--- src/rtl/des_sbox_pkg.sv ---
`default_nettype none
// =============================================================================
// Module   : des_sbox_pkg
// Purpose  : Shared widths, FSM state encoding and ROM addressing helper for
//            the time-multiplexed DES S-box controller.
// Revision : 1.0 - initial release
// =============================================================================
package des_sbox_pkg;

    localparam int SBOX_IDX_W = 3;
    localparam int SBOX_IN_W  = 6;
    localparam int SBOX_OUT_W = 4;
    localparam int NUM_SBOX   = 8;

    typedef enum logic [1:0] {
        ST_IDLE = 2'd0,
        ST_RUN  = 2'd1,
        ST_DONE = 2'd2
    } state_e;

    // Group a[6:1] -> {row, col} = {a[6], a[1], a[5:2]}
    function automatic logic [SBOX_IN_W-1:0] sbox_rom_addr(input logic [SBOX_IN_W-1:0] a);
        return {a[5], a[0], a[4:1]};
    endfunction

endpackage
`default_nettype wire

--- src/rtl/des_sbox_rom.sv ---
`default_nettype none
// =============================================================================
// Module   : des_sbox_rom
// Purpose  : Combinational lookup of all eight DES S-boxes, table chosen by sel.
// Revision : 1.0 - initial release
// =============================================================================
module des_sbox_rom
    import des_sbox_pkg::*;
(
    input  logic [SBOX_IDX_W-1:0] sel,
    input  logic [SBOX_IN_W:1]    addr,
    output logic [SBOX_OUT_W:1]   dout
);

    // Each table is 64 nibbles, entry {row,col}=0 in the most significant nibble.
    localparam logic [255:0] c_tab [NUM_SBOX] = '{
        256'hE4D12FB83A6C5907_0F74E2D1A6CB9538_41E8D62BFC973A50_FC8249175B3EA06D,
        256'hF18E6B34972DC05A_3D47F28EC01A69B5_0E7BA4D158C6932F_D8A13F42B67C05E9,
        256'hA09E63F51DC7B428_D709346A285ECBF1_D6498F30B12C5AE7_1AD069874FE3B52C,
        256'h7DE3069A1285BC4F_D8B56F03472C1AE9_A690CB7DF13E5284_3F06A1D8945BC72E,
        256'h2C417AB6853FD0E9_EB2C47D150FA3986_421BAD78F9C5630E_B8C71E2D6F09A453,
        256'hC1AF92680D34E75B_AF427C9561DE0B38_9EF528C3704A1DB6_432C95FABE17608D,
        256'h4B2EF08D3C975A61_D0B7491AE35C2F86_14BDC37EAF680592_6BD814A7950FE23C,
        256'hD2846FB1A93E50C7_1FD8A374C56B0E92_7B419CE206ADF358_21E74A8DFC90356B
    };

    logic [SBOX_IN_W-1:0] w_rom_addr;
    logic [255:0]         w_tab;

    assign w_rom_addr = sbox_rom_addr(addr);
    assign w_tab      = c_tab[sel];
    // MSB of entry n sits at bit 255-4n = {~n, 2'b11}
    assign dout       = w_tab[{~w_rom_addr, 2'b11} -: SBOX_OUT_W];

endmodule
`default_nettype wire

--- src/rtl/des_sbox_seq.sv ---
`default_nettype none
// =============================================================================
// Module   : des_sbox_seq
// Purpose  : Sequences a 48-bit DES expansion word through a shared S-box ROM
//            and returns the 32-bit S-layer result. DES_SBOX_DUAL_EN selects
//            two ROM instances (two groups per cycle).
// Revision : 1.0 - initial release
// =============================================================================
module des_sbox_seq
    import des_sbox_pkg::*;
#(
    parameter int OUT_REG = 0
) (
    input  logic        clk,
    input  logic        rst,
    input  logic        in_valid,
    output logic        in_ready,
    input  logic [47:0] in_data,
    input  logic        abort,
    output logic        out_valid,
    input  logic        out_ready,
    output logic [31:0] out_data,
    output logic        busy
);

`ifdef DES_SBOX_DUAL_EN
    localparam int c_grp = 2;
`else
    localparam int c_grp = 1;
`endif
    localparam int                    c_dw       = SBOX_IN_W * c_grp;
    localparam int                    c_rw       = SBOX_OUT_W * c_grp;
    localparam logic [SBOX_IDX_W-1:0] c_idx_last = SBOX_IDX_W'(NUM_SBOX / c_grp - 1);

    state_e                r_state, w_state_nxt;
    logic [SBOX_IDX_W-1:0] r_idx, w_idx_nxt;
    logic                  r_tail, w_tail_nxt;
    logic                  w_load, w_step, w_kill;
    logic [47:0]           r_data;
    logic [31:0]           r_result;
    logic [c_rw-1:0]       w_nib;

    assign w_kill = rst | abort;

    always_ff @(posedge clk) begin
        if (rst) begin
            r_state <= ST_IDLE;
            r_idx   <= '0;
            r_tail  <= 1'b0;
        end else begin
            r_state <= w_state_nxt;
            r_idx   <= w_idx_nxt;
            r_tail  <= w_tail_nxt;
        end
    end

    always_comb begin
        w_state_nxt = r_state;
        w_idx_nxt   = r_idx;
        w_tail_nxt  = r_tail;
        w_load      = 1'b0;
        w_step      = 1'b0;
        in_ready    = 1'b0;
        out_valid   = 1'b0;
        busy        = 1'b0;
        case (r_state)
            ST_IDLE: begin
                in_ready = 1'b1;
                if (in_valid) begin
                    w_load      = 1'b1;
                    w_idx_nxt   = '0;
                    w_state_nxt = ST_RUN;
                end
            end
            ST_RUN: begin
                busy = 1'b1;
                // r_tail marks the extra cycle spent loading the output stage
                if (r_tail) begin
                    w_tail_nxt  = 1'b0;
                    w_state_nxt = ST_DONE;
                end else begin
                    w_step = 1'b1;
                    if (r_idx == c_idx_last) begin
                        if (OUT_REG != 0) begin
                            w_tail_nxt = 1'b1;
                        end else begin
                            w_state_nxt = ST_DONE;
                        end
                    end else begin
                        w_idx_nxt = r_idx + 1'b1;
                    end
                end
            end
            ST_DONE: begin
                busy      = 1'b1;
                out_valid = 1'b1;
                in_ready  = out_ready;
                if (out_ready) begin
                    if (in_valid) begin
                        w_load      = 1'b1;
                        w_idx_nxt   = '0;
                        w_state_nxt = ST_RUN;
                    end else begin
                        w_state_nxt = ST_IDLE;
                    end
                end
            end
            default: begin
                w_state_nxt = ST_IDLE;
            end
        endcase
        // Flush overrides every handshake so nothing is accepted or delivered
        if (w_kill) begin
            in_ready    = 1'b0;
            out_valid   = 1'b0;
            w_load      = 1'b0;
            w_step      = 1'b0;
            w_state_nxt = ST_IDLE;
            w_idx_nxt   = '0;
            w_tail_nxt  = 1'b0;
        end
    end

    // Current groups always sit at the top of r_data; results shift in from the LSB
    always_ff @(posedge clk) begin
        if (rst) begin
            r_data   <= '0;
            r_result <= '0;
        end else begin
            if (w_load) begin
                r_data <= in_data;
            end else if (w_step) begin
                r_data <= {r_data[47-c_dw:0], {c_dw{1'b0}}};
            end
            if (w_step) begin
                r_result <= {r_result[31-c_rw:0], w_nib};
            end
        end
    end

    for (genvar g = 0; g < c_grp; g++) begin : g_rom
        logic [SBOX_IDX_W-1:0] w_sel;
        assign w_sel = SBOX_IDX_W'(32'(r_idx) * c_grp + g);
        des_sbox_rom u_rom (
            .sel  (w_sel),
            .addr (r_data[47-SBOX_IN_W*g -: SBOX_IN_W]),
            .dout (w_nib[c_rw-1-SBOX_OUT_W*g -: SBOX_OUT_W])
        );
    end

    if (OUT_REG != 0) begin : g_out_reg
        logic [31:0] r_out;
        always_ff @(posedge clk) begin
            if (rst) begin
                r_out <= '0;
            end else if (r_state == ST_RUN && r_tail && !abort) begin
                r_out <= r_result;
            end
        end
        assign out_data = r_out;
    end else begin : g_out_comb
        assign out_data = r_result;
    end

endmodule
`default_nettype wire

--- config.mk ---
export PLATFORM = sky130hd
export DESIGN_NAME = des_sbox_seq
export DESIGN_NICKNAME = d
export VERILOG_FILES = /design/src/rtl/des_sbox_pkg.sv /design/src/rtl/des_sbox_rom.sv /design/src/rtl/des_sbox_seq.sv
export SDC_FILE = /design/constraint.sdc
export NUM_CORES = 1
export LEC_CHECK = 0
export ABC_CLOCK_PERIOD_IN_PS = 3700
export BUFFER_PORTS_ARGS = -buffer_cell sky130_fd_sc_hd__buf_2
export CORE_MARGIN = 5
export CORE_UTILIZATION = 35
export DETAILED_ROUTE_END_ITERATION = 10
export HOLD_SLACK_MARGIN = 0.1
export PLACE_DENSITY = 0.59
export SLEW_MARGIN = 20
export SYNTH_ARGS = -nofsm -noshare
export SYNTH_HDL_FRONTEND = slang
export SYNTH_SLANG_ARGS = --single-unit
export TNS_END_PERCENT = 50
--- constraint.sdc ---
create_clock -name clk -period 3.7 [get_ports clk]
set_clock_uncertainty 0.15 [all_clocks]
set_input_delay 0.555 -clock clk [delete_from_list [all_inputs] [get_ports clk]]
set_output_delay 0.555 -clock clk [all_outputs]
set_load 0.05 [all_outputs]
### Yosys cells after proc, flatten, opt, wreduce, memory -nomap -nowiden

Memories as Yosys holds them, arrays and structs flattened.
Cells that the tools add are included.
Widths: inputs -> output; s select.

| word-level totals | value |
|---|---|
| register bits after elaboration | 85 |
| bits in read-only memories | 2,048 |
| logic and storage cells | 49 |
| memories kept | 1 |

Memory list:

| name | words | bits a word | rd ports | clocked after Yosys merged registers in | wr ports | RTL line | RTL |
|---|---|---|---|---|---|---|---|
| (no name shown) | 8 | 256 | 1 | 0 | 0 | des_sbox_rom.sv:31 | `assign w_tab = c_tab[sel];` |

| cells by class | value |
|---|---|
| $add $sub $neg | 1 |
| $lt $le $gt $ge | 1 |
| equal/unequal tests | 7 |
| shifts and indexed selects | 1 |
| mux-type cells | 24 |
| bitwise operators | 3 |
| reduce and logical (&&, ||, !) cells | 7 |

Operator list:

| cell | number |
|---|---|
| $mux 256 | 2 |
| $shiftx 259x9->4 | 1 |
| $mux 48 | 2 |
| $mux 1 | 10 |
| $mux 3 | 3 |
| $pmux 3 s3 | 1 |
| $ne 2x2->1 const B | 4 |
| $mux 2 | 3 |
| $not 6->6 | 1 |
| $pmux 2 s3 | 1 |
| $reduce_and 3->1 | 2 |
| $ge 4x4->1 const B | 1 |
| $not 3->4 | 1 |
| $pmux 1 s2 | 2 |
| $reduce_or 2->1 | 2 |
| $add 3x1->3 const B | 1 |
| $eq 3x3->1 const B | 1 |
| $reduce_bool 3->1 | 1 |
| $eq 2x1->1 const B | 1 |
| $eq 2x2->1 const B | 1 |
| $logic_not 2->1 | 1 |
| $reduce_bool 2->1 | 1 |
| $or 1x1->1 | 1 |

### Longest topological paths before layout

Gate-level depths: netlist of run 1.

| depth | value |
|---|---|
| word-level depth | 5 |
| depth in mapped cells | 13 |

### Hierarchy

A second synthesis of run 1 with hierarchy kept.

| unflattened totals | value |
|---|---|
| cells, all modules | 976 |
| area, all modules | 7,136.8 sq um |

Modules (own cells, without submodules):

| module | times used | cells an instance | area each (sq um) | sequential area each (sq um) |
|---|---|---|---|---|
| des_sbox_seq | 1 | 436 | 3,798.6 | 1,701.6 |
| des_sbox_rom | 1 | 540 | 3,338.2 | 0.0 |

### Worst setup path after synthesis of run 1

OpenSTA, ideal clock, no wires.

| timing path | value |
|---|---|
| kind | reg2reg |
| start point | reg r_idx[1] |
| end point | reg r_result[2], in the netlist out_data[2] |
| library setup time | 87 ps |
| arrival | 2,656 ps |
| data required time | 3,463 ps |
| path slack | 807 ps |
| stages on the path, launching flop included | 12 |
| path through | dfxtp_1 buf_2 inv_1 ha_1 buf_2 and2b_1 nor2_1 xnor2_1 and3_1 a211oi_1 or4_1 o31ai_1 |

| on the way | value |
|---|---|
| longest elaborated chain between the ends | 5 |

Ends and longest elaborated chain:

| element | RTL line | RTL |
|---|---|---|
| from (decl) | des_sbox_seq.sv:36 | `logic [SBOX_IDX_W-1:0] r_idx, w_idx_nxt;` |
| from (signal assigned) | des_sbox_seq.sv:52 | `r_idx <= w_idx_nxt;` |
| $not 3->4 (implied by the code) | des_sbox_rom.sv:31 |  |
| $mem_v2 8x256 | - |  |
| $mux 256 (implied by the code) (2 in series) | des_sbox_rom.sv:31 |  |
| $shiftx 259x9->4 | des_sbox_rom.sv:33 | `assign dout = w_tab[{~w_rom_addr, 2'b11} -: SBOX_OUT_W];` |
| to (signal assigned) | des_sbox_seq.sv:136 | `r_result <= {r_result[31-c_rw:0], w_nib};` |
| to (decl) | des_sbox_seq.sv:40 | `logic [31:0] r_result;` |

No other way between the ends. The select of a mux whose other input is x is not followed.
A chain may end at the register's enable or synchronous reset.

### Worst setup path in the final report of run 1

| timing path | value |
|---|---|
| start point | reg r_idx[1] |
| end point | reg r_result[3], in the netlist out_data[3] |

Same word-level chain as after synthesis.

==> results.yml, run 1 <==
layout:
  antenna_cells: 0
  drive_above_1_share: 0.158
  nets: 1107
  area_delta_synth_final_pct: 12.9
  finish.utilization: 0.403
power_and_ir_drop:
  power_frac_seq: 0.404
  p_leak_nw: 2.91
  clkPwrFrac: 0.414
  ir_worst_vdd_mv: 0.247
  swShare: 0.295
  p_sw_uw: 721
  internal_power_mw: 1.72
  power_density_nw_per_um2: 311
  pwr-share-comb: 0.182
drt:
  first_pass_iters: 6
  totalWireLength_mm: 27.7
  drt_iter0_drc: 1154
  route.detailed.drc: 0
  viasPerCell: 6.13
  wl_per_cell_um: 21.3
  ant_nets: 0
  vias: 8001
logic_synthesis:
  synth_area_um2: 6970
  yosys.cell_types.count: 74
  yosysMostFrequentCell: "nand2_1"
  synth_ff_type: "dfxtp_1"
  synth_area_leaders: "dfxtp_1 24%, nand2_1 10%, a311oi_1 6.2%"
  synth-edff-count: 0
  ys_seq_area_frac: 0.244
  synthMuxAreaShare: 0.0255
  synth_top_area_share: 0.244
  yosys.area_share.adder: 0.0341
  synthArstFlopShare: 0
  synthCells: 1006
  ys_seq_elements: 85
  synth_compound_area_frac: 0.322
  synth_top_family_by_area: "compound AO/OA/AOI/OAI gates"
  synthesis.nets: 1078
  synth-xor-area-share: 0.00503
  synth_commonest_cells: "193 x nand2_1, 99 x nor2_1, 85 x dfxtp_1"
  yosys.area_share.simple: 0.282
  synth_area_per_cell_um2: 6.92
  yosysTopAreaCell: "dfxtp_1"
  yosys_warnings: 0
global_routing:
  overflow: 0
  grt.total_usage: 0.236
  use_met2: 0.332
  grt_most_used_layer: "met2"
  antenna_found_initial: 0
  grt_pass1_wl_mm: 42.0
  met3_usage: 0.0536
  use_met1: 0.326
  first_global_vias: 7331
  grt_max_degree: 91
sta:
  maxSlewViolCount: 0
  rsz0062_at_grt: "false"
  worst_slew_pin_slew_ns: 0.808
  slew_headroom: 0.462
  hold_viol_final: 0
  post-route-min-period_ns: 3.38
  finalCritPeriodShare: 0.913
  timing.fmax_mhz: 296
  setup-tns-final_ns: 0
  finalSetupViolations: 0
  finalWorstSetupSlack_ns: 0.322
clock_tree:
  htreeDepth: 3
  cts-hold-fix-buffers: 0
  ctsResizeCount: 0
  clock-sinks: 85
  cts-root-buf: "clkbuf_16"
  path_clk_slew_ns: 0.07
  cts_setup_buffers: 0
  cts_tree: "yes"
  cts.path.max_buffers: 2
  clk_latency_ns: 0.34
  cts-buffers-inserted: 9
floorplan:
  die-area_um2: 22800
  die_width_um: 151
  io_pins: 88
  die_h_um: 151
  rows: 51
  start_util: 0.357
  fp.coreArea_um2: 19500
worst_setup_path:
  cpMaxStageDelayCell: "dfxtp_1"
  path_cells: "inv_1 -> ha_1 -> buf_4 -> nor2_1 -> nor2_1 -> mux4_2 -> a211oi_1 -> a211oi_1 -> nor3_1 -> nand3b_1"
  slowest_delay_ns: 0.60
  required_ns: 3.83
  crit_fanout: 12
  cp-start-kind: "register"
  crit_type: "reg2reg"
  critPathCaptureType: "register"
  worstPathArrival_ns: 3.51
run_status:
  status: "finished clean"
place:
  gp_routability_congestion: 1.09
  place_ws_ns: 0.460
  dpl.hpwl_mm: 19.2
  io_buffers: 87
hold_path:
  min_path_type: "in2reg"
flow_run:
  cap_violations: 0
==> layout make-up <==
cell class              count  area [um^2]
flip-flops and latches     85         1710
repair buffers            123          756
inverters                  16         60.1
well taps                 265          332
multi-input cells         800         4670
fillers                  2099        11700
clock buffers              10          239
clock inverters             6         92.6
==> metal layers <==
metal | wire length, um | vias up | share of wire
li1 | - | 3710 | -
met3 | 3110 | 120 | 0.11
met1 | 11400 | 3628 | 0.41
met2 | 11600 | 543 | 0.42
met4 | 1630 | 0 | 0.059
met5 | 0 | - | 0
==> path summary, 6_finish.rpt <==
| check | from | endpoint | slack [ns] | cells past startpoint |
|---|---|---|---|---|
| worst max-delay path | r_idx[1]$_SDFFE_PP0P_ | out_data[3]$_SDFFE_PP0P_ | 0.32 | 10 |
| worst min-delay path | in_data[2] | r_data[2]$_SDFFE_PP0P_ | 0.30 | 3 |
| worst max register to register | r_idx[1]$_SDFFE_PP0P_ | out_data[3]$_SDFFE_PP0P_ | 0.32 | 10 |
| worst min register to register | out_data[31]$_SDFFE_PP0P_ | out_data[31]$_SDFFE_PP0P_ | 0.30 | 2 |
==> critical path: cells and delay by family, from the launching register on <==
kind            cells  cell delay, ns
compound gates      2            0.35
flops               1            0.60
fa+ha+maj           1            0.51
buf+inv             2            0.38
mux                 1            0.48
simple gates        4            0.84
==> per-stage QoR <==
| stage | cell area, um^2 | cells | power (mW) | hold WS (ns) |
|---|---|---|---|---|
| 6_report | 7860 | 1305 | 2.44 | 0.302 |
| 5_1_grt | 7860 | 1305 | 2.53 | 0.302 |
| 4_1_cts | 7860 | 1305 | 2.45 | 0.291 |
| 3_5_place_dp | 7530 | 1289 | 1.43 | 0.303 |
| 3_3_place_gp | 7530 | 1289 | 1.44 | 0.293 |
| 2_1_floorplan | 6970 | 1006 | 1.28 | 0.298 |
==> flip-flops by register name, summed over array words and instances, names as in the netlist <==
| signal | cells |
|---|---|
| r_state | 2 |
| r_data | 48 |
| out_data | 32 |
| r_idx | 3 |
==> power by group through the flow <==
stage          Combinational (mW)  Clock (mW)  Sequential (mW)
6_report                    0.443        1.01            0.987
2_1_floorplan               0.298           0            0.987
4_1_cts                     0.429        1.03            0.986
3_5_place_dp                0.427           0             1.01
5_1_grt                     0.471        1.07            0.991
3_3_place_gp                0.434           0             1.01
==> cells by family after synthesis <==
| family | after synthesis |
|---|---|
| mux | 15 |
| fa+ha+maj | 19 |
| buf+inv | 121 |
| xor+xnor | 4 |
| simple gates | 433 |
| flops | 85 |
| compound gates | 329 |
==> cell usage in the layout, fill, tap and decap left out, types with 4 or more instances in the layout <==
master     instances
clkbuf_16          9
mux2i_1           11
buf_2             87
or2_2              6
dfxtp_1           82
o211ai_1          11
a311o_1            4
o31ai_1            9
buf_4             32
o221ai_1          11
nand4_1            6
nor3_1            21
nand2_1          192
a31oi_1           18
a221oi_1           5
nand3_1           18
a311oi_1          49
or3_1              6
ha_1              19
o311a_1            6
o21a_1             4
nand2_2            4
a211oi_1          17
a211o_1            7
o21ai_0           78
nor2_1            98
nand2b_1          32
and2_1             6
inv_1             16
nor2b_1           20
a21oi_1           67
buf_12             4
a21o_1             4
o311ai_0           7
Note: power is estimated with default switching activity, not from simulation.
==> inputs of run 2 (changes only) <==
- PLACE_DENSITY: 0.59 -> default
==> results.yml, run 2 (same netlist as run 1, synthesis figures left out) <==
run_status:
  status: "finished clean"
layout:
  area_delta_synth_final_pct: 12.6
  layout_common_cells: "192 x nand2_1, 98 x nor2_1, 87 x buf_2, 82 x dfxtp_1, 78 x o21ai_0"
  finish.utilization: 0.402
  largest_reg_flops: 48
  fill_cells: 2088
  nets: 1109
  drive_above_1_share: 0.158
  largest-register: "r_data"
  design_area_um2: 7850
  final_common_cell: "nand2_1"
  antenna_cells: 0
global_routing:
  antenna_found_initial: 0
  grt_max_degree: 132
  first_global_vias: 7375
  overflow: 0
  grt_pass1_wl_mm: 43.7
  grt.total_usage: 0.246
power_and_ir_drop:
  p_leak_nw: 2.89
  finalPower_mw: 2.34
  power_density_nw_per_um2: 298
  ir_worst_vdd_mv: 0.240
clock_tree:
  cts_setup_buffers: 0
  cts_tree: "yes"
  cts-buffers-inserted: 9
  cts-hold-fix-buffers: 0
  clk_latency_ns: 0.33
  path_clk_slew_ns: 0.06
  cts-root-buf: "clkbuf_16"
  cts.path.max_buffers: 2
  htreeDepth: 3
  clock-sinks: 85
  ctsResizeCount: 0
sta:
  maxSlewViolCount: 0
  finalSetupViolations: 0
  post-route-min-period_ns: 3.34
  slew_headroom: 0.491
  setup-tns-final_ns: 0
  rsz0062_at_grt: "false"
  timing.fmax_mhz: 300
  worst_slew_pin_slew_ns: 0.762
  finalWorstSetupSlack_ns: 0.364
  hold_viol_final: 0
  finalCritPeriodShare: 0.902
drt:
  first_pass_iters: 7
  ant_nets: 0
  drt_iter0_drc: 1051
  wl_per_cell_um: 21.9
  route.detailed.drc: 0
  viasPerCell: 6.13
  vias: 8015
  totalWireLength_mm: 28.6
worst_setup_path:
  required_ns: 3.81
  crit_type: "reg2reg"
  critPathCaptureType: "register"
  slowest_delay_ns: 0.61
  cpMaxStageDelayCell: "ha_1"
  cp-start-kind: "register"
  worstPathArrival_ns: 3.45
  ff2ff_setup_slack_ns: 0.36
  path_cells: "inv_1 -> ha_1 -> and2b_1 -> a21oi_1 -> o221ai_1 -> o311ai_0 -> buf_4 -> a311o_1 -> a32oi_1"
  crit_fanout: 12
hold_path:
  min_path_type: "in2reg"
place:
  dpl.hpwl_mm: 20.4
  placed_area_um2: 7550
  gp_routability_congestion: 1.02
  place_ws_ns: 0.512
  io_buffers: 87
floorplan:
  rows: 51
  start_util: 0.357
  die-area_um2: 22800
  fp.coreArea_um2: 19500
  die_width_um: 151
  io_pins: 88
  die_h_um: 151
flow_run:
  cap_violations: 0
==> run 2: area by class of cell <==
| type | instances | area, um^2 | share of cell area |
|---|---|---|---|
| clock buffer | 10 | 229 | 0.0292 |
| clock inverter | 6 | 68.8 | 0.00877 |
| inverter | 16 | 60.1 | 0.00766 |
| multi-input combinational | 800 | 4670 | 0.596 |
| sequential | 85 | 1710 | 0.218 |
| tap | 265 | 332 | 0.0423 |
| timing repair buffer | 125 | 771 | 0.0982 |
==> run 2: routing by layer <==
layer  vias up  global-route usage  wire length [um]  part of all wire
met1      3792               0.340             12100              0.42
li1       3711                   -                 -                 -
met5         -                   0                 0                 0
met4         0              0.0925              1200             0.042
met2       427               0.376             12700              0.44
met3        85              0.0521              2560             0.089
==> run 2: final timing paths <==
kind / start / to / cells past startpoint
hold / removal: in_data[4] / r_data[4]$_SDFFE_PP0P_ / 3
setup / recovery: r_idx[1]$_SDFFE_PP0P_ / out_data[1]$_SDFFE_PP0P_ / 9
setup reg to reg: r_idx[1]$_SDFFE_PP0P_ / out_data[1]$_SDFFE_PP0P_ / 9
hold reg to reg: out_data[31]$_SDFFE_PP0P_ / out_data[31]$_SDFFE_PP0P_ / 2
==> run 2: metrics by stage <==
step,hold WS (ns),instances
floorplan,0.298,1006
global placement,0.293,1291
detailed placement,0.298,1291
CTS,0.293,1307
global route,0.306,1307
finish,0.302,1307
==> run 2: worst max-delay path: cells and delay by family, from the launching register on <==
| family | cells | cell delay, ns |
|---|---|---|
| DFF | 1 | 0.52 |
| buffers and inverters | 2 | 0.47 |
| AOI/OAI and AO/OA | 5 | 1.08 |
| adders and majority gates | 1 | 0.61 |
| and+or+nand+nor | 1 | 0.42 |
==> run 2: where the power goes <==
group | switching [mW] | internal [mW] | leakage, nW
Combinational | 0.285 | 0.160 | 2.05
Clock | 0.380 | 0.529 | 0.140
Sequential | 0.0406 | 0.945 | 0.692
